## src/rtl/car_cruise_fsm.sv

```systemverilog
// Cruise-style car controller: light-driven GO/SLOW/STOP/PARK FSM with a modelled speed register.
// Optional obstacle input and emergency braking enabled by defining CAR_OBSTACLE_EN.

`ifndef GREEN
`define GREEN 2'b00
`endif
`ifndef YELLOW
`define YELLOW 2'b01
`endif
`ifndef RED
`define RED 2'b10
`endif

module car_cruise_fsm #(
   parameter int unsigned SPEED_W    = 8,
   parameter int unsigned MAX_SPEED  = 100,
   parameter int unsigned SLOW_SPEED = 30,
   parameter int unsigned ACCEL      = 2,
   parameter int unsigned DECEL      = 4,
   parameter int unsigned PARK_DELAY = 8
) (
   input  logic               clk,
   input  logic               reset,
   input  logic [1:0]         trafficlight,
`ifdef CAR_OBSTACLE_EN
   input  logic               obstacle,
`endif
   output logic               gas,
   output logic               brakes,
   output logic               park,
   output logic [SPEED_W-1:0] speed,
   output logic [1:0]         state_o
);

   localparam int unsigned CNT_W = $clog2(PARK_DELAY) + 1;
   // Two extra bits keep sums and doubled deceleration from wrapping.
   localparam int unsigned EW = SPEED_W + 2;
   localparam logic [EW-1:0] MAX_X  = EW'(MAX_SPEED);
   localparam logic [EW-1:0] SLOW_X = EW'(SLOW_SPEED);
   localparam logic [EW-1:0] ACC_X  = EW'(ACCEL);
   localparam logic [EW-1:0] DEC_X  = EW'(DECEL);
   localparam logic [EW-1:0] DEC2_X = EW'(2 * DECEL);
   localparam logic [CNT_W-1:0] HOLD_LAST = CNT_W'(PARK_DELAY - 1);

   typedef enum logic [1:0] {
      ST_GO   = 2'b00,
      ST_SLOW = 2'b01,
      ST_STOP = 2'b10,
      ST_PARK = 2'b11
   } state_t;

   state_t             state, state_n;
   logic [SPEED_W-1:0] speed_n;
   logic [CNT_W-1:0]   cnt, cnt_n;
   logic               obs;
   logic               is_green, is_yellow;
   logic [EW-1:0]      spd_x, sum_x, stop_dec;

`ifdef CAR_OBSTACLE_EN
   assign obs = obstacle;
`else
   assign obs = 1'b0;
`endif

   // State, speed and hold-counter registers
   always_ff @(posedge clk) begin
      if (reset) begin
         state <= ST_PARK;
         speed <= '0;
         cnt   <= '0;
      end else begin
         state <= state_n;
         speed <= speed_n;
         cnt   <= cnt_n;
      end
   end

   // Next state, next speed (from pre-edge state) and hold counter
   always_comb begin
      state_n   = state;
      speed_n   = speed;
      cnt_n     = '0;
      is_green  = (trafficlight == `GREEN);
      is_yellow = (trafficlight == `YELLOW);
      spd_x     = EW'(speed);
      sum_x     = spd_x + ACC_X;
      stop_dec  = obs ? DEC2_X : DEC_X;

      case (state)
         ST_GO:   speed_n = (sum_x > MAX_X) ? SPEED_W'(MAX_SPEED) : SPEED_W'(sum_x);
         ST_SLOW: begin
            if (spd_x > SLOW_X)
               speed_n = (spd_x > SLOW_X + DEC_X) ? SPEED_W'(spd_x - DEC_X) : SPEED_W'(SLOW_SPEED);
         end
         ST_STOP: speed_n = (spd_x > stop_dec) ? SPEED_W'(spd_x - stop_dec) : '0;
         default: speed_n = '0;
      endcase

      if (state == ST_STOP && speed == '0)
         cnt_n = cnt + CNT_W'(1);

      if (obs && state != ST_PARK) begin
         state_n = ST_STOP;
      end else if (is_green) begin
         state_n = ST_GO;
      end else if (is_yellow) begin
         if (state == ST_GO || state == ST_SLOW)
            state_n = ST_SLOW;
      end else begin
         // RED and any undefined code
         case (state)
            ST_GO, ST_SLOW: state_n = ST_STOP;
            ST_STOP: begin
               if (speed == '0 && cnt == HOLD_LAST)
                  state_n = ST_PARK;
            end
            default: state_n = state;
         endcase
      end
   end

   // Actuator outputs from registered state and speed
   always_comb begin
      gas     = 1'b0;
      brakes  = 1'b0;
      park    = 1'b0;
      state_o = state;
      case (state)
         ST_GO:   gas    = 1'b1;
         ST_SLOW: brakes = (EW'(speed) > SLOW_X);
         ST_STOP: brakes = 1'b1;
         default: begin
            brakes = 1'b1;
            park   = 1'b1;
         end
      endcase
   end

endmodule
```

## config.mk

```make
export PLATFORM = sky130hd
export DESIGN_NAME = car_cruise_fsm
export DESIGN_NICKNAME = d
export VERILOG_FILES = /design/src/rtl/car_cruise_fsm.sv
export SDC_FILE = /design/constraint.sdc
export NUM_CORES = 1
export LEC_CHECK = 0
export CAP_MARGIN = 15
export CORE_ASPECT_RATIO = 0.7
export CORE_MARGIN = 10
export CORE_UTILIZATION = 35
export DETAILED_ROUTE_END_ITERATION = 6
export PLACE_DENSITY = 0.63
export SKIP_LAST_GASP = 1
export SYNTH_ARGS = -nofsm -noshare
export SYNTH_HDL_FRONTEND = slang
export SYNTH_SLANG_ARGS = --single-unit
```

## constraint.sdc

```tcl
create_clock -name clk -period 2.5 [get_ports clk]
set_clock_uncertainty 0.1 [all_clocks]
set_input_delay 0.375 -clock clk [delete_from_list [all_inputs] [get_ports clk]]
set_output_delay 0.375 -clock clk [all_outputs]
set_load 0.01 [all_outputs]
```

==> results <==
- The synthesized netlist occupies a cell area of 0.001095 mm2.
- Along the worst path, the maximum fanout reaches 4.
- The total CTS buffers is 3.
- Once the floorplan was initialized, standard cells occupied 37.72% of the core.
- Setup violations remaining at the end of the flow were counted as 0.
- The slew at the pin closest to its max-slew limit is 0.5444 ns.
- The initial antenna violation count came to 0.
- The length of the first detailed-routing pass in iterations is 4.
- The overall die width is 86.85 um.
- The antenna violation net count after detailed routing is 0.
- For this run, the slowest stage of the critical path takes 0.37 ns.
- The endpoint kind of the worst setup timing path is an output pin.
- The starting DRC count in detailed routing is 101.
- Leaving out fill and tap cells, the most frequent cell in the layout is sky130_fd_sc_hd__clkdlybuf4s50_1.
- The met3 demand-to-capacity share in global routing is 3.159%.
- The analysis attributes to cell leakage a power of 0.4969 nW.
- The post-synthesis net count is 145.
- The maximum clock path buffer count is 2.
- The total global routing track utilization is 9.867%.
- In the routed layout, each cell is associated on average with a via count of 5.438.
- After detailed routing, the average wire length per cell comes to 14.77 um.
- The finished cells cover 0.001304 mm2.
- The total overflow left after global routing is 0.
- Max-cap violations in this run came to 0.
- The number of global-route vias before repair came to 980.
- Counting distinct cell types in the post-synthesis netlist gives 48.
- Data arrives at the worst endpoint at 1.86 ns.
- In the routed design, unresolved DRC markers number 0.
- The worst setup path is launched from a flip-flop.
- For this run, the post-layout net count is 161.
- After clock tree synthesis, the flow added hold-fix buffers numbering 0.
- The global-route wire length before repair is 4.616 mm.
- The worst hold path class is reg2reg.
- The overall die area is 0.005801 mm2.
- The flow ran to the end, and the final reports show no timing, DRC or antenna violations.
- The clock period minus worst slack is 2.332 ns.
- The kind of critical path is reg2out.
- Across all layers, the routed design uses 1006 vias.
- The HPWL after detailed placement is 2.067 mm.
- For met1 alone, demand over resource in global routing was 13.24%.
- The final hold violation count is 0.
- The critical path goes through ha_1 > and2_1 > a311o_1 > a21o_1 > dlygate4sd2_1.
- Data on the critical path is required at its endpoint by 2.03 ns.
- The worst pin sits at a relative slew slack of 63.66%.
- The maximum frequency from static timing analysis is 428.9 MHz.
- The area growth from synthesis to final layout is 19.09%.
- Cells fill 44.91% of the core in the end.
- Counting every sink on the clock net gives 13.
- Global routing consumed, on the met2 layer, 13.50% of the routing resources.
- The number of buffers added on ports is 15.
- Among cell families on the critical path, the largest total delay comes from compound AO/OA/AOI/OAI gates.
- Yosys printed 0 warnings.
- The clock reaches the later pin of the worst-skew pair after 0.25 ns.
- The number of antenna repair diodes is 0.
- The number of I/O pins is 17.
- The post-detailed-placement cell area is 0.001257 mm2.
- The ratio of total power to cell area is 373.8 mW/mm2.
- The storage element area is 260.3 um2.
- The number of max-slew violations in the final report was 0.
- For the final routed database, the setup TNS stands at 0 ns.
- In this run the standard cell core region covers 0.002903 mm2.
- The multi-input combinational cell area is 737.0 um2.
- The maximum VDD drop is 0.1950 mV.
- After floorplanning, the core was divided into 16 placement rows.
- The number of fill cells is 265.
- The layout cell share with drive strength beyond 1 is 14.09%.
- The die is 66.80 um tall.
- The root buffer cell chosen for the clock tree is sky130_fd_sc_hd__clkbuf_8.
- The clock-pin slew on the worst setup and hold paths is 0.06 ns.
- Entering global routing, the biggest net connects 15 pins.
- The cell count after synthesis came out at 134.
- In this run the number of H-tree levels came out at 1.
- The number of buffer and inverter instances along the worst setup path is 1.
- Setup repair after global routing left no endpoint under its margin.
- Synthesis inferred 13 register bits.
- In the layout the commonest cells are sky130_fd_sc_hd__clkdlybuf4s50_1 (14), sky130_fd_sc_hd__dfxtp_1 (13), sky130_fd_sc_hd__nor2_1 (11).
- The slowest stage of the critical path belongs to the cell sky130_fd_sc_hd__a311o_1.
- The layer flagged by global routing as most heavily used is met2.
- For this block, the routed nets add up to 2.732 mm of wire.
- After layout, the worst path uses 93.27% of the clock period.
- The final RePlAce weighted congestion is 0.9521.
- TritonCTS built the clock tree.
- Each instance of the synthesized netlist takes up on average 8.170 um2.
- The reg2reg setup slack is 0.33 ns.
- After synthesis, flip-flops and latches occupy 23.77% of the total area.
## synth_stat cells (all sizes together)
library cell / number / area (um2)
a211o: 2 / 17.52
a211oi: 2 / 15.01
a21o: 2 / 15.01
a21oi: 10 / 53.80
a221o: 2 / 20.02
a22oi: 1 / 7.510
a311o: 2 / 20.02
a311oi: 1 / 15.01
and2: 3 / 18.77
and3: 1 / 11.26
buf: 9 / 70.07
clkbuf: 1 / 7.510
conb: 1 / 3.750
dfxtp: 13 / 260.3
ha: 7 / 87.58
inv: 6 / 22.52
mux2i: 1 / 10.01
nand2: 7 / 26.28
nand2b: 3 / 18.77
nand3: 3 / 15.01
nand3b: 3 / 22.52
nand4: 3 / 18.77
nand4b: 1 / 8.760
nor2: 13 / 58.81
nor2b: 6 / 45.04
nor3: 6 / 30.03
nor3b: 2 / 20.02
o2111ai: 1 / 8.760
o211ai: 2 / 15.01
o21a: 1 / 7.510
o21ai: 6 / 30.03
o21bai: 1 / 7.510
o311ai: 1 / 8.760
o31ai: 1 / 12.51
or2: 2 / 15.02
or3b: 1 / 8.760
xnor2: 4 / 35.03
xor2: 3 / 26.28
## power breakdown
group | switching, mW | internal [mW] | leakage (nW) | total (mW)
clock | 0.0823 | 0.113 | 0.0228 | 0.195
sequential | 0.00879 | 0.212 | 0.105 | 0.221
combinational | 0.0359 | 0.0355 | 0.369 | 0.0713
total | 0.127 | 0.360 | 0.497 | 0.487
## state kept, by name, indices dropped and copies added (netlist names)
register,count
cnt,4
speed,7
state_o,2
## logic make-up after synthesis
| kind of cell | Yosys count | synth area share, % |
|---|---|---|
| flops | 13 | 23.77 |
| compound gates | 35 | 23.20 |
| other cells | 1 | 0.3425 |
| simple gates | 54 | 29.03 |
| fa+ha+maj | 7 | 8.000 |
| xor+xnor | 7 | 5.600 |
| buf+inv | 16 | 9.143 |
| mux | 1 | 0.9143 |
## layer usage
| metal | wire [um] | vias up |
|---|---|---|
| met4 | 60 | 0 |
| met3 | 282 | 5 |
| met1 | 1286 | 452 |
| met2 | 1102 | 49 |
| met5 | 0 | - |
| li1 | - | 500 |
## repair_timing
action                                  in CTS  in global routing
setup buffers                                0                  0
resized for setup                            2                  0
endpoints found under the setup margin       1                  0
## cell type report
class / count / area share, %
timing repair buffer: 21 / 14.88
tap: 36 / 3.455
multi-input combinational: 105 / 56.53
sequential: 13 / 19.96
clock buffer: 4 / 3.455
inverter: 6 / 1.727
## path summary, 6_finish.rpt
check / start / end / cells after the start
max: speed[2] / brakes / 5
min: cnt[0] / cnt[0] / 1
max reg2reg: speed[2] / speed[2] / 9
min reg2reg: cnt[0] / cnt[0] / 1
## metrics by stage
stage / cells / hold WS [ns] / power, mW / worst slack (ns)
final: 185 / 0.3513 / 0.4873 / 0.1683
after global routing: 185 / 0.3598 / 0.5066 / 0.08801
after CTS: 185 / 0.3521 / 0.4903 / 0.1677
after detailed placement: 181 / 0.3383 / 0.2963 / 0.2567
after global placement: 181 / 0.3252 / 0.2960 / 0.2482
after floorplan: 134 / 0.3176 / 0.2716 / 0.5483
Power figures use the tool's default switching activity.
